--- config.mk ---
export PLATFORM = sky130hd
export DESIGN_NAME = dbus_arbiter
export DESIGN_NICKNAME = d
export VERILOG_FILES = /design/src/rtl/dbus_arbiter.sv
export SDC_FILE = /design/constraint.sdc
export NUM_CORES = 1
export LEC_CHECK = 0
export CORE_AREA = 2 2 125 127
export DETAILED_ROUTE_END_ITERATION = 7
export DIE_AREA = 0 0 127 129
export GPL_TIMING_DRIVEN = 0
export PLACE_DENSITY_LB_ADDON = 0.3
export SLEW_MARGIN = 10
export SYNTH_ARGS = -nofsm -noshare
export SYNTH_HDL_FRONTEND = slang
export SYNTH_SLANG_ARGS = --single-unit
--- constraint.sdc ---
create_clock -name clk -period 4.5 [get_ports clk]
set_clock_uncertainty 0.2 [all_clocks]
set_input_delay 0.675 -clock clk [delete_from_list [all_inputs] [get_ports clk]]
set_output_delay 0.675 -clock clk [all_outputs]
set_load 0.1 [all_outputs]
--- src/rtl/dbus_arbiter.sv ---
// Two-master data-bus arbiter with RAM/GPIO address decode and the GPIO output register.
// Latency: issue is combinational in the grant cycle, and read data returns one cycle later.
// Backpressure: a loser keeps its request held until granted; optional m1 bus lock via `DBUS_LOCK_EN`.
module dbus_arbiter #(
    parameter int ADDR_W      = 32,
    parameter int GPIO_W      = 8,
    parameter int RAM_REGION  = 0,
    parameter int GPIO_REGION = 1
) (
    input  logic              clk,
    input  logic              rst,
    input  logic              m0_req,
    input  logic [ADDR_W-1:0] m0_addr,
    input  logic              m0_rd,
    input  logic [3:0]        m0_wr,
    input  logic [31:0]       m0_wdata,
    output logic              m0_gnt,
    output logic              m0_rvalid,
    output logic [31:0]       m0_rdata,
    input  logic              m1_req,
    input  logic [ADDR_W-1:0] m1_addr,
    input  logic              m1_rd,
    input  logic [3:0]        m1_wr,
    input  logic [31:0]       m1_wdata,
    output logic              m1_gnt,
    output logic              m1_rvalid,
    output logic [31:0]       m1_rdata,
`ifdef DBUS_LOCK_EN
    input  logic              m1_lock,
`endif
    output logic              s_en,
    output logic [ADDR_W-1:0] s_addr,
    output logic [3:0]        s_wr,
    output logic [31:0]       s_wdata,
    input  logic [31:0]       s_rdata,
    output logic [GPIO_W-1:0] gpio_o,
    output logic              err
);

    localparam int TAG_W = ADDR_W - 10;
    localparam logic [TAG_W-1:0] RAM_TAG  = TAG_W'(RAM_REGION);
    localparam logic [TAG_W-1:0] GPIO_TAG = TAG_W'(GPIO_REGION);

    typedef enum logic [1:0] {
        SRC_ZERO = 2'd0,
        SRC_RAM  = 2'd1,
        SRC_GPIO = 2'd2
    } src_t;

    logic              last_gnt;
    logic              lock;
    logic              any_gnt;
    logic [ADDR_W-1:0] win_addr;
    logic              win_rd;
    logic [3:0]        win_wr;
    logic [31:0]       win_wdata;
    logic [TAG_W-1:0]  win_tag;
    logic              is_ram;
    logic              is_gpio;
    logic [ADDR_W-1:0] addr_q;
    logic [31:0]       wdata_q;
    logic [GPIO_W-1:0] gpio_q;
    logic              rsp_valid;
    logic              rsp_owner;
    src_t              rsp_src;
    logic [GPIO_W-1:0] rsp_gpio;
    logic [31:0]       rsp_data;
    logic              err_q;

    // m0 wins when alone, or on a tie when m1 had the previous grant; lock shuts m0 out entirely.
    assign m0_gnt  = ~rst & m0_req & ~lock & (~m1_req | last_gnt);
    assign m1_gnt  = ~rst & m1_req & ~m0_gnt;
    assign any_gnt = m0_gnt | m1_gnt;

    // Forward the winner's transfer fields.
    always_comb begin
        win_addr  = m0_addr;
        win_rd    = m0_rd;
        win_wr    = m0_wr;
        win_wdata = m0_wdata;
        if (m1_gnt) begin
            win_addr  = m1_addr;
            win_rd    = m1_rd;
            win_wr    = m1_wr;
            win_wdata = m1_wdata;
        end
    end

    assign win_tag = win_addr[ADDR_W-1:10];
    assign is_ram  = (win_tag == RAM_TAG);
    assign is_gpio = (win_tag == GPIO_TAG);

    // RAM is strobed only for a granted RAM-region access; address/data hold when idle.
    assign s_en    = any_gnt & is_ram;
    assign s_wr    = s_en ? win_wr : 4'b0000;
    assign s_addr  = any_gnt ? win_addr : addr_q;
    assign s_wdata = any_gnt ? win_wdata : wdata_q;
    assign gpio_o  = gpio_q;
    assign err     = err_q;

    // Round-robin history: remember which master took the most recent grant.
    always_ff @(posedge clk or posedge rst) begin
        if (rst) begin
            last_gnt <= 1'b1;
        end else if (any_gnt) begin
            last_gnt <= m1_gnt;
        end
    end

`ifdef DBUS_LOCK_EN
    // Lock follows m1_lock on each m1 grant; it survives m1 dropping its request.
    always_ff @(posedge clk or posedge rst) begin
        if (rst) begin
            lock <= 1'b0;
        end else if (m1_gnt) begin
            lock <= m1_lock;
        end
    end
`else
    assign lock = 1'b0;
`endif

    // Hold the last issued slave address and write data across idle cycles.
    always_ff @(posedge clk or posedge rst) begin
        if (rst) begin
            addr_q  <= '0;
            wdata_q <= '0;
        end else if (any_gnt) begin
            addr_q  <= win_addr;
            wdata_q <= win_wdata;
        end
    end

    // The GPIO register takes lane 0 only; writes touching other lanes alone are ignored.
    always_ff @(posedge clk or posedge rst) begin
        if (rst) begin
            gpio_q <= '0;
        end else if (any_gnt && is_gpio && win_wr[0]) begin
            gpio_q <= win_wdata[GPIO_W-1:0];
        end
    end

    // Read-return pipeline: capture the owner, the data source, and the pre-write GPIO value.
    always_ff @(posedge clk or posedge rst) begin
        if (rst) begin
            rsp_valid <= 1'b0;
            rsp_owner <= 1'b0;
            rsp_src   <= SRC_ZERO;
            rsp_gpio  <= '0;
        end else begin
            rsp_valid <= any_gnt & win_rd;
            if (any_gnt && win_rd) begin
                rsp_owner <= m1_gnt;
                rsp_gpio  <= gpio_q;
                if (is_ram) begin
                    rsp_src <= SRC_RAM;
                end else if (is_gpio) begin
                    rsp_src <= SRC_GPIO;
                end else begin
                    rsp_src <= SRC_ZERO;
                end
            end
        end
    end

    // An unmapped access pulses err in the cycle after issue.
    always_ff @(posedge clk or posedge rst) begin
        if (rst) begin
            err_q <= 1'b0;
        end else begin
            err_q <= any_gnt & ~is_ram & ~is_gpio;
        end
    end

    // Select the returning data by source.
    always_comb begin
        rsp_data = 32'h0;
        case (rsp_src)
            SRC_RAM:  rsp_data = s_rdata;
            SRC_GPIO: rsp_data = 32'(rsp_gpio);
            default:  rsp_data = 32'h0;
        endcase
    end

    assign m0_rvalid = rsp_valid & ~rsp_owner;
    assign m1_rvalid = rsp_valid & rsp_owner;
    assign m0_rdata  = m0_rvalid ? rsp_data : 32'h0;
    assign m1_rdata  = m1_rvalid ? rsp_data : 32'h0;

endmodule

; ---- Yosys cells after proc, flatten, opt, wreduce, memory -nomap -nowiden
; Cells that the tools add are included.
[word_totals]
out_inout_bits = 146
wordCells = 46
input_bits = 174
reg_bits = 86
[op_classes]
bitwise = 18
eq_ne = 3
mux = 12
reduce_logical = 4
[ops]
columns = cell, n
row1 = 32-bit 2-to-1 mux, 6
row2 = 32-bit one-hot mux with 2 select lines, 1
row3 = 22-bit by 1-bit equality test with 1-bit output (second input constant), 1
row4 = 22-bit logical NOT, 1
row5 = 1-bit AND, 10
row6 = 4-bit 2-to-1 mux, 2
row7 = 1-bit inverter, 6
row8 = 2-bit 2-to-1 mux, 2
row9 = 1-bit logical AND, 3
row10 = 2-bit by 1-bit equality test with 1-bit output (second input constant), 1
row11 = 2-bit equality test (second input constant), 1
row12 = 1-bit bitwise OR, 2
row13 = 1-bit 2-to-1 mux, 1

; ---- Longest topological paths before layout
[depth]
depth_word = 10
mapped_depth = 7
mapped_depth_nobuf = 6

; ---- Worst setup path after synthesis
; Ideal clock, no wire load.
[synth_timing]
path_kind = input -> output
from = in rst
to = out s_en
setup_slack_ns = -1.997
arrival_time_ns = 5.622
n_path_buf = 2
stages = 5
required_ns = 3.625
path_cell_list = inv_1 o21ai_0 buf_2 clkbuf_1 nor3_1
[synth_between]
elab_chain_len = 8
word_cells_on_any_way = 10
classes_between = mux (1) / bitwise (8) / reduce/logical (1)
[synth_lines]
columns = item, line
row1 = start: declaration, 11  ; input logic rst,
row2 = 1-bit inverter *, "71, 72"
row3 = 1-bit AND (2 in a row), 71  ; assign m0_gnt = ~rst & m0_req & ~lock & (~m1_req | last_gnt);
row4 = 1-bit inverter, 72  ; assign m1_gnt = ~rst & m1_req & ~m0_gnt;
row5 = 1-bit AND, 72
row6 = 32-bit 2-to-1 mux, 81  ; if (m1_gnt) begin
row7 = 22-bit logical NOT, 90  ; assign is_ram = (win_tag == RAM_TAG);
row8 = 1-bit AND *, 94  ; assign s_en = any_gnt & is_ram;
row9 = end: declaration, 31  ; output logic s_en,
; Every way passes the cells marked *; elsewhere a longest branch is shown, timed or not.

; ---- Worst setup path in the final report
[layout_timing]
from = in rst
to = out s_addr[29]
[layout_between]
elab_chain_len = 7
word_cells_on_any_way = 9
classes_between = mux (2) / bitwise (7)
[layout_lines]
columns = item, line
row1 = 1-bit inverter *, "71, 72"
row2 = 1-bit AND (2 in a row), 71
row3 = 1-bit inverter, 72
row4 = 1-bit AND, 72
row5 = 32-bit 2-to-1 mux / 1-bit bitwise OR (equally long branches), "81, 73"
row6 = 32-bit 2-to-1 mux *, --
row7 = end: declaration, 32  ; output logic [ADDR_W-1:0] s_addr,
; Marked as above.

==> flow_summary.yaml <==
worst_setup_path:
  end_kind: "output port"
  cp-endpoint: "s_addr[29]"
  r2r_end: "gpio_o[0]"
  startpoint_type: "input pin"
  r2r.worst_path.cells: 6
  crit_required_ns: 3.62
  arrival_ns: 3.41
  r2r_slack_ns: 2.23
  critPathLaunch: "rst"
  cp_max_fo: 10
  critPathKind: "input pin to output port"
  r2r_start: "last_gnt"
outcome:
  status: "finished, violations left"
  violations: "design-rule violations"
synth:
  synth_top_area_share: 0.4906
  ys_ff_latch: 86
  yosysSeqAreaShare: 0.4967
  synth_ff_type: "dfrtp_1"
  synthArstFlopShare: 1.000
  synth_nets: 677
  post-synth-top-count-cell: "nand2_1"
  ys.warnings.count: 0
  netlist_instances: 501
  yosysTopAreaCell: "dfrtp_1"
  yosys-top-cells-count: "nand2_1, nor2_1, dfrtp_1, inv_1, a222oi_1"
  ys_types: 34
  ys_top_cells_by_area: "dfrtp_1, nand2_1, nor2_1"
  synth_enable_flop_cells: 0
  syn-cell-area_sq_um: 4335
  postSynthAreaPerCell_sq_um: 8.654
final_layout:
  layout-drive-gt1-share: 0.1281
  nFillCells: 1405
  final_cell_area_sq_um: 8220
  utilization: 0.5489
  stdcell_count: 1031
  syn2layout_area_growth_pct: 89.61
  n_antenna_cell: 0
  fin_nets: 1015
floorplanning:
  row_count: 45
  start_util: 0.2895
  die_area_sq_um: 16380
  core_area_sq_um: 14980
  io_pins: 320
  die_w_microns: 127
  dieHeight_microns: 129
grt:
  grt_pass1_wl_mm: 26.89
  grt_remaining_overflow: 0
  grt_max_degree: 35
  antenna_found_initial: 0
  grt_pass1_vias: 5042
  grt_usage: 0.2138
place:
  place.gp.congestion: 0.8371
  portBuffers: 319
  hpwl_mm: 14.42
  place_area_sq_um: 7851
  pre_cts_slack_ns: -1.086
  dp.cells: 1010
worst_hold_path:
  hold_path.startpoint: "wdata_q[6]"
  hold_path_class: "register to register"
sta:
  final_max_slew_viol_count: 0
  timing.fmax_mhz: 233.3
  relSlewSlack: 0.2735
  setup_viol: 0
  fin_tns_setup_ns: 0
  layout_setup_ws_ns: 0.2129
  worst_pin_slew_ns: 1.086
  finalHoldViolations: 0
  period_share: 0.9527
  rsz0062_at_grt: "no"
  post-route-min-period_ns: 4.287
detailed_routing:
  postRouteWirelength_mm: 17.73
  drc: 1
  post_drt_wl_per_cell_microns: 17.20
  vias: 4992
  drt_iter0_markers: 326
  ant_nets: 0
  first_pass_iters: 8
  viasPerCell: 4.842
clock_tree:
  tritoncts: "yes"
  clock-sinks: 86
  htreeDepth: 3
  cts.clk_slew.worst_paths_ns: 0.06
  worstSkewPairLatency_ns: 0.34
  hold_buffers: 0
  ctsRootBufferMaster: "clkbuf_16"
  cts-buffers-inserted: 9
  cts.path.max_buffers: 2
power_and_ir_drop:
  p_per_area_nw_per_um2: 365.3
  p_leak_nw: 3.538
  vdd_ir_drop_max_uv: 350.6
flow_run:
  max_cap_viol_count: 0
==> metal layers <==
layer | part of all wire | GRT usage | routed length, microns | up-vias
met2 | 0.52 | 0.3944 | 9238 | 238
li1 | - | - | - | 2393
met4 | 0.019 | 0.07757 | 343 | 0
met1 | 0.38 | 0.2359 | 6674 | 2341
met3 | 0.083 | 0.05904 | 1475 | 20
met5 | 0 | 0 | 0 | -
==> final cells by class <==
| cell class | count | area, sq um | area share |
|---|---|---|---|
| timing repair buffer | 326 | 3274 | 0.3983 |
| buffer | 35 | 147.6 | 0.01796 |
| timing repair inverter | 1 | 5.005 | 0.0006088 |
| clock inverter | 3 | 68.82 | 0.008371 |
| sequential | 86 | 2153 | 0.2619 |
| inverter | 51 | 195.2 | 0.02374 |
| tap | 188 | 235.2 | 0.02861 |
| clock buffer | 12 | 246.5 | 0.02998 |
| multi-input combinational | 329 | 1894 | 0.2304 |
==> layout by cell type, fill, tap and decap left out, drive strengths merged, types with 2 or more instances in the layout <==
cell type | Yosys | routed
a2111oi | 4 | 4
a21oi | 3 | 3
a222oi | 34 | 34
a22oi | 8 | 8
a31oi | 21 | 21
and3 | 3 | 3
buf | 8 | 15
bufinv | 0 | 2
clkbuf | 27 | 42
clkdlybuf4s15 | 0 | 36
clkdlybuf4s18 | 0 | 2
clkdlybuf4s50 | 0 | 248
clkinvlp | 0 | 2
dfrtp | 85 | 85
dlygate4sd2 | 0 | 27
dlymetal6s2s | 0 | 3
ha | 2 | 2
inv | 51 | 50
mux2i | 16 | 16
nand2 | 99 | 99
nand2b | 2 | 2
nand4 | 2 | 2
nor2 | 93 | 93
nor3 | 6 | 6
nor4 | 8 | 8
o21ai | 21 | 21
or2 | 2 | 2
==> worst min path at each step <==
stage,endpoint,slack (ns),cells past startpoint
after floorplan,rsp_gpio[0],0.25,2
after global placement,wdata_q[6],0.25,2
after detailed placement,wdata_q[2],0.25,2
after CTS,wdata_q[2],0.26,2
after global routing,wdata_q[4],0.29,2
final,wdata_q[6],0.27,2
==> power breakdown <==
group	switching (mW)	total (mW)	internal [mW]
Sequential	0.0396	0.919	0.880
Combinational	0.936	1.27	0.338
Clock	0.310	0.810	0.500
==> flip-flops by register name, indices dropped and copies added, names as in the netlist, 2 cells and up <==
signal / count
rsp_src: 2
gpio_o: 8
addr_q: 32
rsp_gpio: 8
wdata_q: 32
==> kinds of logic (layout without fill, tap and decap cells) <==
| group | Yosys count | count (layout) | share of synthesized area |
|---|---|---|---|
| compound gates | 94 | 94 | 0.1743 |
| fa+ha+maj | 2 | 2 | 0.005771 |
| buf+inv | 86 | 428 | 0.07705 |
| flops | 86 | 86 | 0.4967 |
| mux | 17 | 17 | 0.04040 |
| simple gates | 216 | 216 | 0.2058 |
==> what timing repair did <==
item                                    in CTS  in global routing
endpoints found under the setup margin      67                 45
hold endpoints to repair                     0                  0
cloned                                       1                  0
buffers inserted                             0                  5
resized for setup                          149                 10
==> metrics by stage <==
| stage | hold slack [ns] | power (mW) |
|---|---|---|
| after global routing | 0.2920 | 3.119 |
| after floorplan | 0.2508 | 1.833 |
| after global placement | 0.2459 | 2.237 |
| after detailed placement | 0.2508 | 2.247 |
| final | 0.2663 | 3.003 |
| after CTS | 0.2649 | 3.030 |
==> worst max-delay path: stages <==
cell and delay [ns]:
clkdlybuf4s50_1 0.58, nor2b_2 0.22, nand2_1 0.12, inv_2 0.15, clkbuf_1 0.43, nand2_1 0.12
a31oi_1 0.22, dlygate4sd2_1 0.90
No activity file was read; power rests on OpenSTA's default activity.
